### config.mk
export PLATFORM = sky130hd
export DESIGN_NAME = vga_sig_gen_flat
export DESIGN_NICKNAME = d
export VERILOG_FILES = /design/src/rtl/vga_timing_defs.sv /design/src/rtl/vga_sig_gen_if.sv /design/src/rtl/vga_counter.sv /design/src/rtl/vga_sig_gen.sv /design/src/flat_wrapper.sv
export SDC_FILE = /design/constraint.sdc
export NUM_CORES = 1
export LEC_CHECK = 0
export ABC_CLOCK_PERIOD_IN_PS = 1900
export BUFFER_PORTS_ARGS = -buffer_cell sky130_fd_sc_hd__buf_4
export CAP_MARGIN = 0
export CORE_UTILIZATION = 47
export DETAILED_ROUTE_END_ITERATION = 6
export MAX_ROUTING_LAYER = met4
export PLACE_DENSITY = 0.75
export SYNTH_ARGS = -nofsm -noshare
export SYNTH_HDL_FRONTEND = slang
export SYNTH_HIERARCHICAL = 1
export SYNTH_SLANG_ARGS = --single-unit
### constraint.sdc
create_clock -name clk -period 1.9 [get_ports clk]
set_input_delay 0.38 -clock clk [delete_from_list [all_inputs] [get_ports clk]]
set_output_delay 0.38 -clock clk [all_outputs]
set_load 0.005 [all_outputs]
### src/rtl/vga_timing_defs.sv
// Shared timing defaults, counter/address widths and the registered pixel record
// for the 640x480@60Hz VGA signal generator.
package vga_timing_defs;

  localparam int DEF_CLK_DIV   = 4;
  localparam int DEF_H_VISIBLE = 640;
  localparam int DEF_H_FP      = 16;
  localparam int DEF_H_SYNC    = 96;
  localparam int DEF_H_BP      = 48;
  localparam int DEF_V_VISIBLE = 480;
  localparam int DEF_V_FP      = 10;
  localparam int DEF_V_SYNC    = 2;
  localparam int DEF_V_BP      = 33;

  // Both counters are 10 bits wide so the address slices below always exist.
  localparam int CNT_W     = 10;
  localparam int FB_X_W    = 8;
  localparam int FB_Y_W    = 7;
  localparam int FB_ADDR_W = FB_Y_W + FB_X_W;
  localparam int COLOUR_W  = 8;

  typedef struct packed {
    logic                hs;
    logic                vs;
    logic [COLOUR_W-1:0] colour;
  } vga_pix_t;

  localparam vga_pix_t PIX_RESET = '{hs: 1'b1, vs: 1'b1, colour: '0};

  function automatic logic in_window(input logic [CNT_W-1:0] count,
                                     input int first, input int last);
    return (int'(count) >= first) && (int'(count) <= last);
  endfunction

endpackage

### src/rtl/vga_sig_gen_if.sv
// Frame-buffer read port, colour configuration and VGA pin bundle.
// master = signal generator side, slave = frame buffer / board side.
interface vga_sig_gen_if;
  import vga_timing_defs::*;

  logic [2*COLOUR_W-1:0] config_colours;
  logic [FB_ADDR_W-1:0]  vga_addr;
  logic                  vga_data;
  logic                  vga_hs;
  logic                  vga_vs;
  logic [COLOUR_W-1:0]   vga_colour;
  logic                  frame_start;

  modport master (
    input  config_colours,
    input  vga_data,
    output vga_addr,
    output vga_hs,
    output vga_vs,
    output vga_colour,
    output frame_start
  );

  modport slave (
    output config_colours,
    output vga_data,
    input  vga_addr,
    input  vga_hs,
    input  vga_vs,
    input  vga_colour,
    input  frame_start
  );

endinterface

### src/rtl/vga_counter.sv
// Modulo-N counter with enable; wrap pulses in the enabled cycle that returns
// the count to zero.
module vga_counter
  import vga_timing_defs::*;
#(
  parameter int N = 800
) (
  input  logic             clk,
  input  logic             resetn,
  input  logic             en,
  output logic [CNT_W-1:0] count,
  output logic             wrap
);

  localparam logic [CNT_W-1:0] LAST = CNT_W'(N - 1);

  assign wrap = en && (count == LAST);

  always_ff @(posedge clk or negedge resetn) begin
    if (!resetn) begin
      count <= '0;
    end else if (en) begin
      count <= wrap ? '0 : count + CNT_W'(1);
    end
  end

endmodule

### src/rtl/vga_sig_gen.sv
// VGA timing generator and 1-bit frame buffer reader: one pixel every CLK_DIV
// clocks, outputs registered one pixel period behind the counters.
module vga_sig_gen
  import vga_timing_defs::*;
#(
  parameter int CLK_DIV   = DEF_CLK_DIV,
  parameter int H_VISIBLE = DEF_H_VISIBLE,
  parameter int H_FP      = DEF_H_FP,
  parameter int H_SYNC    = DEF_H_SYNC,
  parameter int H_BP      = DEF_H_BP,
  parameter int V_VISIBLE = DEF_V_VISIBLE,
  parameter int V_FP      = DEF_V_FP,
  parameter int V_SYNC    = DEF_V_SYNC,
  parameter int V_BP      = DEF_V_BP
) (
  input  logic          clk,
  input  logic          resetn,
  vga_sig_gen_if.master vga
);

  localparam int H_TOTAL  = H_VISIBLE + H_FP + H_SYNC + H_BP;
  localparam int V_TOTAL  = V_VISIBLE + V_FP + V_SYNC + V_BP;
  localparam int HS_START = H_VISIBLE + H_FP;
  localparam int HS_END   = HS_START + H_SYNC - 1;
  localparam int VS_START = V_VISIBLE + V_FP;
  localparam int VS_END   = VS_START + V_SYNC - 1;

  localparam int               DIV_W    = $clog2(CLK_DIV);
  localparam logic [DIV_W-1:0] DIV_LAST = DIV_W'(CLK_DIV - 1);

  logic [DIV_W-1:0] div;
  logic             tick;
  logic [CNT_W-1:0] h_count;
  logic [CNT_W-1:0] v_count;
  logic             h_wrap;
  logic             v_en;
  logic             v_wrap;
  logic             at_origin;
  logic             visible;
  vga_pix_t         pix_next;
  vga_pix_t         pix_q;
  logic             frame_start_q;

  always_ff @(posedge clk or negedge resetn) begin
    if (!resetn) begin
      div <= '0;
    end else if (tick) begin
      div <= '0;
    end else begin
      div <= div + DIV_W'(1);
    end
  end

  assign tick = (div == DIV_LAST);
  assign v_en = tick & h_wrap;

  vga_counter #(.N(H_TOTAL)) u_h_counter (
    .clk    (clk),
    .resetn (resetn),
    .en     (tick),
    .count  (h_count),
    .wrap   (h_wrap)
  );

  vga_counter #(.N(V_TOTAL)) u_v_counter (
    .clk    (clk),
    .resetn (resetn),
    .en     (v_en),
    .count  (v_count),
    .wrap   (v_wrap)
  );

  // Set while the counters sit on (0,0); avoids a full compare of both counters.
  always_ff @(posedge clk or negedge resetn) begin
    if (!resetn) begin
      at_origin <= 1'b1;
    end else if (tick) begin
      at_origin <= v_wrap;
    end
  end

  assign vga.vga_addr = {v_count[FB_Y_W+1:2], h_count[FB_X_W+1:2]};

  always_comb begin
    visible         = (int'(h_count) < H_VISIBLE) && (int'(v_count) < V_VISIBLE);
    pix_next.hs     = !in_window(h_count, HS_START, HS_END);
    pix_next.vs     = !in_window(v_count, VS_START, VS_END);
    pix_next.colour = '0;
    if (visible) begin
      pix_next.colour = vga.vga_data ? vga.config_colours[2*COLOUR_W-1:COLOUR_W]
                                     : vga.config_colours[COLOUR_W-1:0];
    end
  end

  // frame_start is a one-clock pulse, so it is reloaded every cycle, not only on tick.
  always_ff @(posedge clk or negedge resetn) begin
    if (!resetn) begin
      pix_q         <= PIX_RESET;
      frame_start_q <= 1'b0;
    end else begin
      frame_start_q <= tick & at_origin;
      if (tick) begin
        pix_q <= pix_next;
      end
    end
  end

  assign vga.vga_hs      = pix_q.hs;
  assign vga.vga_vs      = pix_q.vs;
  assign vga.vga_colour  = pix_q.colour;
  assign vga.frame_start = frame_start_q;

endmodule
### src/flat_wrapper.sv
// flat-port wrapper written by rule: the top's interface ports become plain ports
module vga_sig_gen_flat import vga_timing_defs::*;
#(
  parameter int CLK_DIV   = DEF_CLK_DIV,
  parameter int H_VISIBLE = DEF_H_VISIBLE,
  parameter int H_FP      = DEF_H_FP,
  parameter int H_SYNC    = DEF_H_SYNC,
  parameter int H_BP      = DEF_H_BP,
  parameter int V_VISIBLE = DEF_V_VISIBLE,
  parameter int V_FP      = DEF_V_FP,
  parameter int V_SYNC    = DEF_V_SYNC,
  parameter int V_BP      = DEF_V_BP
)
  (clk, resetn, vga_config_colours, vga_vga_data, vga_vga_addr, vga_vga_hs, vga_vga_vs, vga_vga_colour, vga_frame_start);
  vga_sig_gen_if vga_i ();
  input  logic clk;
  input  logic resetn;
  input wire logic [$bits(vga_i.config_colours)-1:0] vga_config_colours;
  input wire logic [$bits(vga_i.vga_data)-1:0] vga_vga_data;
  output wire logic [$bits(vga_i.vga_addr)-1:0] vga_vga_addr;
  output wire logic [$bits(vga_i.vga_hs)-1:0] vga_vga_hs;
  output wire logic [$bits(vga_i.vga_vs)-1:0] vga_vga_vs;
  output wire logic [$bits(vga_i.vga_colour)-1:0] vga_vga_colour;
  output wire logic [$bits(vga_i.frame_start)-1:0] vga_frame_start;
  assign vga_i.config_colours = vga_config_colours;
  assign vga_i.vga_data = vga_vga_data;
  assign vga_vga_addr = vga_i.vga_addr;
  assign vga_vga_hs = vga_i.vga_hs;
  assign vga_vga_vs = vga_i.vga_vs;
  assign vga_vga_colour = vga_i.vga_colour;
  assign vga_frame_start = vga_i.frame_start;
  vga_sig_gen #(.CLK_DIV(CLK_DIV), .H_VISIBLE(H_VISIBLE), .H_FP(H_FP), .H_SYNC(H_SYNC), .H_BP(H_BP), .V_VISIBLE(V_VISIBLE), .V_FP(V_FP), .V_SYNC(V_SYNC), .V_BP(V_BP)) u_core (.clk(clk), .resetn(resetn), .vga(vga_i));
endmodule
# [After elaboration in Yosys (flattened, before gate mapping)]
# Cells that the tools add are included.
[word_totals] output_inout_bits=26 elab_cells=34 input_bits=19 register_bits=34
[classes] bitwise=2 muxes=5 n_eq_ne=3 n_reduce_logical=7 magnitude_cmp=6 n_addsub=3
[op_table] operator="$add A10 B1 Y10 const B" count=2
[op_table] operator="$eq A10 B10 Y1 const B" count=2
[op_table] operator="$mux W10" count=2
[op_table] operator="$mux W8" count=2
[op_table] operator="$ge A10 B10 Y1 const B" count=1
[op_table] operator="$ge A10 B9 Y1 const B" count=1
[op_table] operator="$le A10 B10 Y1 const B" count=1
[op_table] operator="$le A10 B9 Y1 const B" count=1
[op_table] operator="$lt A10 B10 Y1 const B" count=1
[op_table] operator="$lt A10 B9 Y1 const B" count=1
[op_table] operator="$logic_and A1 B1 Y1" count=5
[op_table] operator="$add A2 B1 Y2 const B" count=1
[op_table] operator="$and A1 B1 Y1" count=2
[op_table] operator="$eq A2 B2 Y1 const B" count=1
[op_table] operator="$logic_not A1 Y1" count=2
[op_table] operator="$mux W2" count=1

# [Logic depth before layout (Yosys ltp)]
# Gate-level depths: netlist of run 1.
[logic_depth] ltp_word=5 depth_mapped=10 depth_no_buf=7

# [Modules after synthesis]
# The synthesis of run 1 kept the hierarchy.
[modules_own_cells] module="vga_sig_gen" seq_area_each_um2=354.1 cells_per_inst=60 instances=1 area_per_inst_um2=688.2
[modules_own_cells] module="vga_counter at u_core.u_v_counter" seq_area_each_um2=250.2 cells_per_inst=52 instances=1 area_per_inst_um2=544.3
[modules_own_cells] module="vga_counter at u_core.u_h_counter" seq_area_each_um2=250.2 cells_per_inst=47 instances=1 area_per_inst_um2=526.8

# [Worst setup path after synthesis of run 1]
# No wires, ideal clock.
[synth_path] kind="reg-to-reg" start="register u_core.div[0]" end="register u_core.u_v_counter.count[9]" path_stages_with_launch=10 setup_time_ps=131 t_arrival_ps=1873 path_slack_ps=-103 period_less_slack_ps=2003 required_time_ps=1769 n_path_buf=2 path_cell_list="dfrtp_1 -> ha_1 -> buf_2 -> nand4_2 -> nor3b_4 -> and2_1 -> buf_4 -> nand4_1 -> nor4_1 -> nor4_2"
[synth_between] elab_chain_len=5
[synth_rtl] element="from (decl)" line="vga_sig_gen.sv:31" text="logic [DIV_W-1:0] div;"
[synth_rtl] element="from (signal assigned)" line="vga_sig_gen.sv:50" text="div <= div + DIV_W'(1);"
[synth_rtl] element="$eq A2 B2 Y1 *" line="vga_sig_gen.sv:54" text="assign tick = (div == DIV_LAST);"
[synth_rtl] element="via u_core.tick" line="vga_sig_gen.sv:32" text="logic tick;"
[synth_rtl] element="$logic_and A1 B1 Y1 *" line="vga_counter.sv:17" text="assign wrap = en && (count == LAST);"
[synth_rtl] element="via u_core.h_wrap" line="vga_sig_gen.sv:35" text="logic h_wrap;"
[synth_rtl] element="$and A1 B1 Y1 *" line="vga_sig_gen.sv:55" text="assign v_en = tick & h_wrap;"
[synth_rtl] element="via u_core.v_en" line="vga_sig_gen.sv:36" text="logic v_en;"
[synth_rtl] element="$logic_and A1 B1 Y1" line="vga_counter.sv:17"
[synth_rtl] element="$mux W10" line="vga_counter.sv:23" text="count <= wrap ? '0 : count + CNT_W'(1);"
[synth_rtl] element="to (signal assigned)" line="vga_counter.sv:23"
[synth_rtl] element="to (decl)" line="vga_counter.sv:11" text="output logic [CNT_W-1:0] count,"
# Mark *: on every way through the listed nets, which the timed path passes. The rest lies on a longest branch.
# A chain may end at the register's enable or synchronous reset.

# [Final worst setup path of run 1]
[layout_path] start="register u_core.u_h_counter.count[5]" end="register u_core.u_v_counter.count[6]"
[layout_between] elab_chain_len=5
[layout_rtl] element="from (decl)" line="vga_counter.sv:11"
[layout_rtl] element="from (signal assigned)" line="vga_counter.sv:23"
[layout_rtl] element="$eq A10 B10 Y1 *" line="vga_counter.sv:17"
[layout_rtl] element="$logic_and A1 B1 Y1 *" line="vga_counter.sv:17"
[layout_rtl] element="via u_core.h_wrap" line="vga_sig_gen.sv:35"
[layout_rtl] element="$and A1 B1 Y1 *" line="vga_sig_gen.sv:55"
[layout_rtl] element="via u_core.v_en" line="vga_sig_gen.sv:36"
[layout_rtl] element="$logic_and A1 B1 Y1" line="vga_counter.sv:17"
[layout_rtl] element="$mux W10" line="vga_counter.sv:23"
# Marked as above.

==> flow_summary.toml, run 1 <==
[pwr]
switching_share_pct = 21.2
clockPowerShare_pct = 39.1
p_comb_share_pct = 6.7
switchingPower_mw = 0.290
p_int_mw = 1.08
p_seq_share_pct = 54.2
p_leak_nw = 1.10
power_density_nw_per_um2 = 590
power_mw = 1.37
irDropWorstVdd_mv = 0.503

[run_status]
status = "finished with violations"
violations = "negative setup slack"

[timing]
clock.fmax_mhz = 525
tightest_slew_ps = 422
finalCritPeriodShare_pct = 100
finClkSkew_ps = 7.25
fin_ws_ps = -5.56
worst_hold_slack_ps = 26.8
min_period_ps = 1910
rsz0062_at_grt = "true"
setup_viol = 1
drv_slew = 0
maxSlewHeadroom_pct = 71.9
hold_viol_final = 0

[global_routing]
grtUsageTotal_pct = 21.2
grt_pass1_vias = 1331
grt-ovfl-total = 0
grt_pass1_wl_um = 6240
antenna_found_initial = 0
grt_start_max_net_pins = 35

[finish]
final_common_cell = "buf_4"
n_fill_cell = 277
synthToLayoutAreaGrowth_pct = 32.4
final_layout_size_suffix_gt1_share_pct = 40.4
final_cell_mix = "buf_4, dfrtp_1, inv_1"
final_area_um2 = 2330
diodes = 0
fin_nets = 240
fin_cells = 264

[yosys]
synth_cell_types = 40
ys.flop_type = "dfrtp_1"
yosysWarnings = 6
syn_area_um2 = 1760
synthArstFlopShare_pct = 100
ys_seq_area_share_pct = 48.6
ys_ff_latch = 34
synthCells = 159
synth_edf_count = 0
synth_fp_nets = 182
syn_area_per_cell_um2 = 11.1

[floorplan]
core_region_area_um2 = 3470
rows = 21
die_h_um = 63.2
fp.dieArea_um2 = 3990
io_pins = 45
initial_utilization_pct = 50.7
die_w_um = 63.2

[route]
wl_per_cell_um = 14.8
drtIter0Drc = 55
viasPerCell = 5.53
dr.pass1.iters = 4
ant_nets = 0
drcViolationCount = 0
vias = 1459
routed_wl_um = 3920

[setup_path]
start_kind = "flip-flop"
reg2reg_to = "u_core/u_v_counter/count[6]$_DFFE_PN0P_"
rrSetupSlack_ps = -6
r2r-start = "u_core/u_h_counter/count[5]$_DFFE_PN0P_"
criticalPathCategory = "reg2reg"
arrival_ps = 2070
critPathMaxFanout = 5
worstRegToRegCells = 7
cp-end-kind = "flip-flop"
required_ps = 2060

[placement]
io_buffers = 44
dp.cells = 255
gp_congestion = 0.852
post-dp-hpwl_um = 2710
placed_cell_area_um2 = 2210

[clock_network]
clock-root-buffer = "clkbuf_8"
clkTransAtPathRegs_ps = 70
cts_inserted_buffers = 5
cts_hold_buf = 0
clk_latency_ps = 280
cts.path.max_buffers = 2
cts_tree = "done"
cts.sinks = 34
htree_levels = 2

[job]
cap_violations = 0

[min_path]
hold_class = "in2async"
kinds of logic (layout without fill, tap and decap cells):
group,after synthesis,count (layout),share of synthesized area (%)
xor+xnor,13,13,6.47
buf+inv,20,79,6.12
compound gates,22,22,8.61
flops,34,34,48.6
fa+ha+maj,4,4,2.85
mux,10,10,6.05
simple gates,56,56,21.3
registers in the layout, indices dropped and copies added, names as in the netlist:
| name | cells |
|---|---|
| u_core/u_h_counter/count | 10 |
| u_core/u_v_counter/count | 10 |
| u_core/vga.vga_colour | 8 |
| u_core/div | 2 |
| u_core/at_origin | 1 |
| u_core/vga.frame_start | 1 |
| u_core/vga.vga_hs | 1 |
| u_core/vga.vga_vs | 1 |
metal layers:
layer | track usage (%) | up-vias | share of wire (%) | routed length (um)
met5 | - | - | 0 | 0
met4 | 9.09 | 0 | 2.6 | 102
met3 | 6.88 | 10 | 7.5 | 294
met2 | 31.6 | 68 | 46 | 1790
met1 | 26.4 | 692 | 44 | 1730
li1 | - | 689 | - | -
stage by stage:
| stage | setup WS [ps] | util, % | setup TNS (ps) |
|---|---|---|---|
| after floorplan | -33.2 | - | -111 |
| after global placement | -5.08 | 63.6 | -5.08 |
| after detailed placement | -63.7 | 63.6 | -245 |
| after CTS | 20.5 | 66.3 | 0 |
| after global routing | -89.9 | 67.1 | -435 |
| final | -5.56 | 67.1 | -5.56 |
synth_stat cells (4+ instances only):
master | n | share of area [%]
o32ai_1 | 8 | 4.0
nand3_1 | 6 | 1.7
nor2_1 | 10 | 2.1
inv_1 | 13 | 2.8
o21ai_0 | 4 | 1.1
nand2_1 | 9 | 1.9
nand4_1 | 7 | 2.5
xor2_1 | 4 | 2.0
ha_1 | 4 | 2.8
xnor2_1 | 9 | 4.5
dfrtp_1 | 31 | 44
mux2i_1 | 8 | 4.6
cell type report:
class                   count  area, um2  share of cell area [%]
flip-flops and latches     34        857                    36.8
multi-input cells         105        835                    35.8
repair buffers             58        439                    18.9
clock buffers               7       86.3                    3.71
well taps                  46       57.6                    2.47
inverters                  13       48.8                    2.10
clock inverters             1       5.00                   0.215
power groups by stage:
stage / logic [mW] / clock network (mW) / registers [mW]
2_1_floorplan: 0.0277 / 0 / 0.758
3_3_place_gp: 0.0911 / 0 / 0.757
3_5_place_dp: 0.0945 / 0 / 0.757
4_1_cts: 0.0948 / 0.553 / 0.744
5_1_grt: 0.103 / 0.588 / 0.745
6_report: 0.0924 / 0.537 / 0.744
worst max-delay path by stage:
| stage | end | depth (start not counted) | start | slack, ps |
|---|---|---|---|---|
| after floorplan | u_core/u_v_counter/count[1]$_DFFE_PN0P_ | 8 | u_core/u_h_counter/count[7]$_DFFE_PN0P_ | -30 |
| after global placement | u_core/u_v_counter/count[1]$_DFFE_PN0P_ | 6 | u_core/u_h_counter/count[7]$_DFFE_PN0P_ | -5 |
| after detailed placement | u_core/u_v_counter/count[1]$_DFFE_PN0P_ | 6 | u_core/u_h_counter/count[7]$_DFFE_PN0P_ | -60 |
| after CTS | u_core/u_v_counter/count[6]$_DFFE_PN0P_ | 7 | u_core/u_h_counter/count[7]$_DFFE_PN0P_ | 20 |
| after global routing | u_core/u_v_counter/count[6]$_DFFE_PN0P_ | 7 | u_core/u_h_counter/count[5]$_DFFE_PN0P_ | -90 |
| final | u_core/u_v_counter/count[6]$_DFFE_PN0P_ | 7 | u_core/u_h_counter/count[5]$_DFFE_PN0P_ | -6 |
worst max-delay path, cell delays in order, from the launching register on:
cell and delay (ps):
dfrtp_2 430, nor4b_4 340, nor3b_4 250, and2_4 200, buf_6 120, and3_4 180, nand4_1 110, xnor2_1 160
what timing repair did:
| action | CTS | global route |
|---|---|---|
| buffers inserted | 0 | 2 |
| resized for setup | 2 | 6 |
| pin swaps | 0 | 4 |
| setup endpoints to repair | 9 | 11 |
Note: power is estimated with default switching activity, not from simulation.
==> run 2: changes to the inputs <==
- BUFFER_PORTS_ARGS: -buffer_cell sky130_fd_sc_hd__buf_4 -> -buffer_cell sky130_fd_sc_hd__buf_2
==> run 2 against run 1 <==
  * The flow now finishes without violations
  * Utilization is 2.7 points lower
  * Global-route usage up 0.13 points
  * Sequential power barely moved
  * Final area down 4.1%
  * Critical path depth down 1
  * Die area did not move
  * Non-clock buffer count increased by 4
  * Cell count up 1.5%
  * Critical path type unchanged
  * Highest routed layer unchanged
==> flow_summary.toml, run 2 (synthesis gave the netlist of run 1 again) <==
[placement]
post-dp-hpwl_um = 2770
io_buffers = 44
gp_congestion = 0.826
placed_cell_area_um2 = 2110

[clock_network]
clk_latency_ps = 290
clkTransAtPathRegs_ps = 70
cts_tree = "done"
htree_levels = 2
cts.sinks = 34
cts_inserted_buffers = 5
cts.path.max_buffers = 2
cts_hold_buf = 0
clock-root-buffer = "clkbuf_8"

[floorplan]
die_w_um = 63.2
fp.dieArea_um2 = 3990
die_h_um = 63.2
io_pins = 45
initial_utilization_pct = 50.7
core_region_area_um2 = 3470
rows = 21

[setup_path]
required_ps = 2130
start_kind = "flip-flop"
critPathMaxFanout = 7
arrival_ps = 2080
cp-end-kind = "flip-flop"
crit_start = "u_core/u_h_counter/count[7]$_DFFE_PN0P_"
criticalPathCategory = "reg2reg"
r2r-start = "u_core/u_h_counter/count[7]$_DFFE_PN0P_"

[global_routing]
grt_pass1_wl_um = 6470
grtUsageTotal_pct = 21.3
grt-ovfl-total = 0
grt_pass1_vias = 1414
antenna_found_initial = 0
grt_start_max_net_pins = 25

[route]
wl_per_cell_um = 14.3
drtIter0Drc = 75
routed_wl_um = 3850
ant_nets = 0
viasPerCell = 5.44
drcViolationCount = 0
vias = 1457
dr.pass1.iters = 4

[finish]
fin_nets = 244
final_area_um2 = 2230
diodes = 0
final_common_cell = "buf_2"
synthToLayoutAreaGrowth_pct = 27.0
final_layout_size_suffix_gt1_share_pct = 39.6
final_cell_mix = "buf_2, dfrtp_1, buf_4"

[pwr]
irDropWorstVdd_mv = 0.430
p_leak_nw = 1.08
power_density_nw_per_um2 = 591

[timing]
finalCritPeriodShare_pct = 97.5
drv_slew = 0
finClkSkew_ps = 8.80
fin_setup_tns_ps = 0
setup_viol = 0
tightest_slew_ps = 514
hold_viol_final = 0
clock.fmax_mhz = 540
min_period_ps = 1850
rsz0062_at_grt = "true"
maxSlewHeadroom_pct = 65.7

[job]
cap_violations = 0

[min_path]
hold_class = "in2async"

[run_status]
status = "complete, no violations"
-- run 2: critical path, stage by stage (launching register included) --
cell	delay, ps
dfrtp_2	420
nor4b_4	330
nor3b_4	240
and2_4	190
nand4_2	60
and4bb_4	380
mux2_4	170
-- run 2: through the flow --
stage	total power, mW	util (%)	instances	hold WS (ps)	setup slack (ps)
after floorplan	0.786	-	159	84.4	-33.2
after global placement	0.831	60.9	257	367	-5.67
after detailed placement	0.835	60.9	257	375	-72.1
after CTS	1.34	63.6	266	67.3	3.76
after global routing	1.38	64.4	268	87.9	-67.8
final	1.32	64.4	268	60.4	47.0
-- run 2: area by class of cell --
cell class | count | area, um2
clock buffers | 8 | 80.1
fillers | 284 | 1230
inverters | 13 | 48.8
multi-input cells | 105 | 831
flip-flops and latches | 34 | 857
well taps | 46 | 57.6
repair buffers | 62 | 359
-- run 2: routing by layer --
metal  routed length (um)  up-vias  track usage, %
met3                  281        8            7.25
met5                    0        -               -
met4                   56        0            6.82
li1                     -      696               -
met2                 1840       65            33.6
met1                 1660      688            25.7
-- run 2: what timing repair did --
| item | CTS | global route |
|---|---|---|
| resized for setup | 3 | 3 |
| pin swaps | 1 | 5 |
| buffers inserted | 1 | 3 |
| endpoints found under the setup margin | 11 | 11 |
-- run 2: path summary, 6_finish.rpt --
path	cells past startpoint	slack (ps)	to
max	6	50	u_core/at_origin$_DFFE_PN1P_
min	1	60	u_core/vga.vga_colour[6]$_DFFE_PN0P_
max reg2reg	6	50	u_core/at_origin$_DFFE_PN1P_
min reg2reg	1	440	u_core/div[0]$_DFF_PN0_
max in group asynchronous	2	1200	u_core/vga.vga_vs$_DFFE_PN1P_
min in group clk	3	440	u_core/vga.vga_colour[6]$_DFFE_PN0P_
-- run 2: report_power, final --
group	internal [mW]	total, mW	leakage [nW]	switching, mW
registers	0.737	0.743	0.428	0.00609
logic	0.0378	0.0767	0.613	0.0390
clock network	0.260	0.501	0.0395	0.241
==> run 3: changes to the inputs <==
- MAX_ROUTING_LAYER: met4 -> unset
- SYNTH_HIERARCHICAL: 1 -> unset
==> run 3 against run 2 <==
  * Worst setup slack improved by 150 ps
  * Count of clock-buffer cells in the layout fell by 3
  * Via count fell by 9.3%
  * Sequential cell count did not move
  * Power rose by 9.7%
  * Area after synthesis rose by 1.1%
  * Synthesized cell count rose by 1.9%
  * Clock power rose by 27%
==> flow_summary.toml, run 3 <==
[yosys]
synth_cell_types = 36
synth_edf_count = 0
syn_area_um2 = 1780
yosys.area_share.simple_pct = 18.4
yosysWarnings = 0
synthCells = 162
synth_top_cell_by_area = "dfrtp_1"
ys_seq_area_share_pct = 48.1
synth.most_common_cell = "dfrtp_1"
yosys-top-cells-area = "dfrtp_1, buf_4, mux2i_1"
synth_top_area_share_pct = 43.6
synth_compound_area_share_pct = 7.88
ys_ff_latch = 34
muxShareOfSynthArea_pct = 6.26
synth_top_family_by_area = "simple AND/OR/NAND/NOR gates"
ys.flop_type = "dfrtp_1"
syn_area_per_cell_um2 = 11.0
synthArstFlopShare_pct = 100
synthXorXnorAreaFrac_pct = 5.91
synthTopCellsByCount = "dfrtp_1, buf_4, nor2_1"
synthAdderAreaFrac_pct = 4.22
synth_fp_nets = 187

[timing]
finalCritPeriodShare_pct = 89.4
clock.fmax_mhz = 589
hold_viol_final = 0
finClkSkew_ps = 7.05
fin_setup_tns_ps = 0
fin_ws_ps = 201
maxSlewHeadroom_pct = 50.6
tightest_slew_ps = 741
setup_viol = 0
worst_hold_slack_ps = 162
drv_slew = 0
rsz0062_at_grt = "false"
min_period_ps = 1700

[global_routing]
antenna_found_initial = 0
grt-ovfl-total = 0
grt_start_max_net_pins = 35
grt_pass1_wl_um = 5730
grtUsageTotal_pct = 18.6
grt_pass1_vias = 1319

[route]
ant_nets = 0
vias = 1321
dr.pass1.iters = 4
wl_per_cell_um = 13.8
drcViolationCount = 0
viasPerCell = 5.41
drtIter0Drc = 36
routed_wl_um = 3370

[setup_path]
arrival_ps = 1860
slowest_delay_ps = 410
cp-end-kind = "flip-flop"
critPathMaxFanout = 4
crit_slowest_cell = "dfrtp_1"
start_kind = "flip-flop"
worstPathCellList = "inv_1 > ha_1 > nand4b_1 > nor4bb_2 > nor2_1 > mux2_2"
criticalPathCategory = "reg2reg"
required_ps = 2060

[floorplan]
die_h_um = 63.5
rows = 21
fp.dieArea_um2 = 4030
io_pins = 45
initial_utilization_pct = 51.3
core_region_area_um2 = 3470
die_w_um = 63.5

[pwr]
irDropWorstVdd_mv = 0.458
p_leak_nw = 1.01
power_density_nw_per_um2 = 706
power_mw = 1.45

[clock_network]
cts.sinks = 34
htree_levels = 2
clkTransAtPathRegs_ps = 60
cts.path.max_buffers = 2
cts_setup_buffers = 0
cts_hold_buf = 0
clock-root-buffer = "clkbuf_8"
clk_latency_ps = 280
cts_tree = "done"
cts_inserted_buffers = 5

[min_path]
hold_class = "in2async"

[placement]
gp_congestion = 0.828
post-dp-hpwl_um = 2520
io_buffers = 44
placed_cell_area_um2 = 1940
dp.cells = 236
preCtsSetupSlack_ps = 180

[finish]
fin_cells = 244
final_cell_mix = "buf_2, dfrtp_1, nor2_1"
final_util_pct = 59.2
final_layout_size_suffix_gt1_share_pct = 33.3
fin_nets = 222
final_area_um2 = 2050
diodes = 0
final_common_cell = "buf_2"
synthToLayoutAreaGrowth_pct = 15.6

[job]
cap_violations = 0

[run_status]
status = "complete, no violations"
[run 3: cell types whose count changed after synthesis, moves of 3 or more]
cell	before	now
buf_4	2	15
inv_1	13	4
nor3_1	1	4
o2bb2ai_1	0	8
o32ai_1	8	0
[run 3: where the power goes]
group          switching, mW  internal [mW]
Clock                  0.249          0.386
Sequential           0.00645          0.737
Combinational         0.0339         0.0373
Total                  0.290           1.16
[run 3: critical path, delay by kind of cell (launching register included)]
family / cells / cell delay [ps]
fa+ha+maj: 1 / 170
simple gates: 3 / 600
flops: 1 / 410
buf+inv: 1 / 120
mux: 1 / 280
[run 3: worst paths after layout]
kind / from / end / slack (ps) / cells past startpoint
max: u_core.u_v_counter.count[0]$_DFFE_PN0P_ / u_core.u_v_counter.count[0]$_DFFE_PN0P_ / 200 / 6
min: resetn / u_core.u_h_counter.count[0]$_DFFE_PN0N_ / 160 / 1
max reg2reg: u_core.u_v_counter.count[0]$_DFFE_PN0P_ / u_core.u_v_counter.count[0]$_DFFE_PN0P_ / 200 / 6
min reg2reg: u_core.div[0]$_DFF_PN0_ / u_core.div[0]$_DFF_PN0_ / 440 / 1
max in group asynchronous: resetn / u_core.u_v_counter.count[1]$_DFFE_PN0P_ / 1260 / 1
min in group clk: vga_config_colours[2] / u_core.vga.vga_colour[2]$_DFFE_PN0N_ / 380 / 3
[run 3: timing repair]
action,4_1_cts,5_1_grt
setup endpoints to repair,0,1
hold endpoints to repair,0,0
resized for setup,0,1
[run 3: metal layers]
layer	GRT usage [%]	routed length, um	vias to the layer above
met5	0	0	-
met4	11.9	63	0
met3	3.99	265	9
met2	31.3	1610	59
met1	21.3	1420	622
li1	-	-	631
[run 3: cell families after synthesis]
logic type               after synthesis
XOR/XNOR                              12
AND/OR/NAND/NOR                       54
buffers and inverters                 25
multiplexers                          11
AO/OA/AOI/OAI                         20
adder cells (fa/ha/maj)                6
flip-flops                            34
[run 3: area by class of cell]
cell class	count	area [um2]
Fill cell	290	1410
Sequential cell	34	855
Multi-Input combinational cell	103	764
Timing Repair Buffer	48	250
Clock buffer	5	68.8
Tap cell	46	57.6
Clock inverter	3	40.0
Inverter	5	18.8
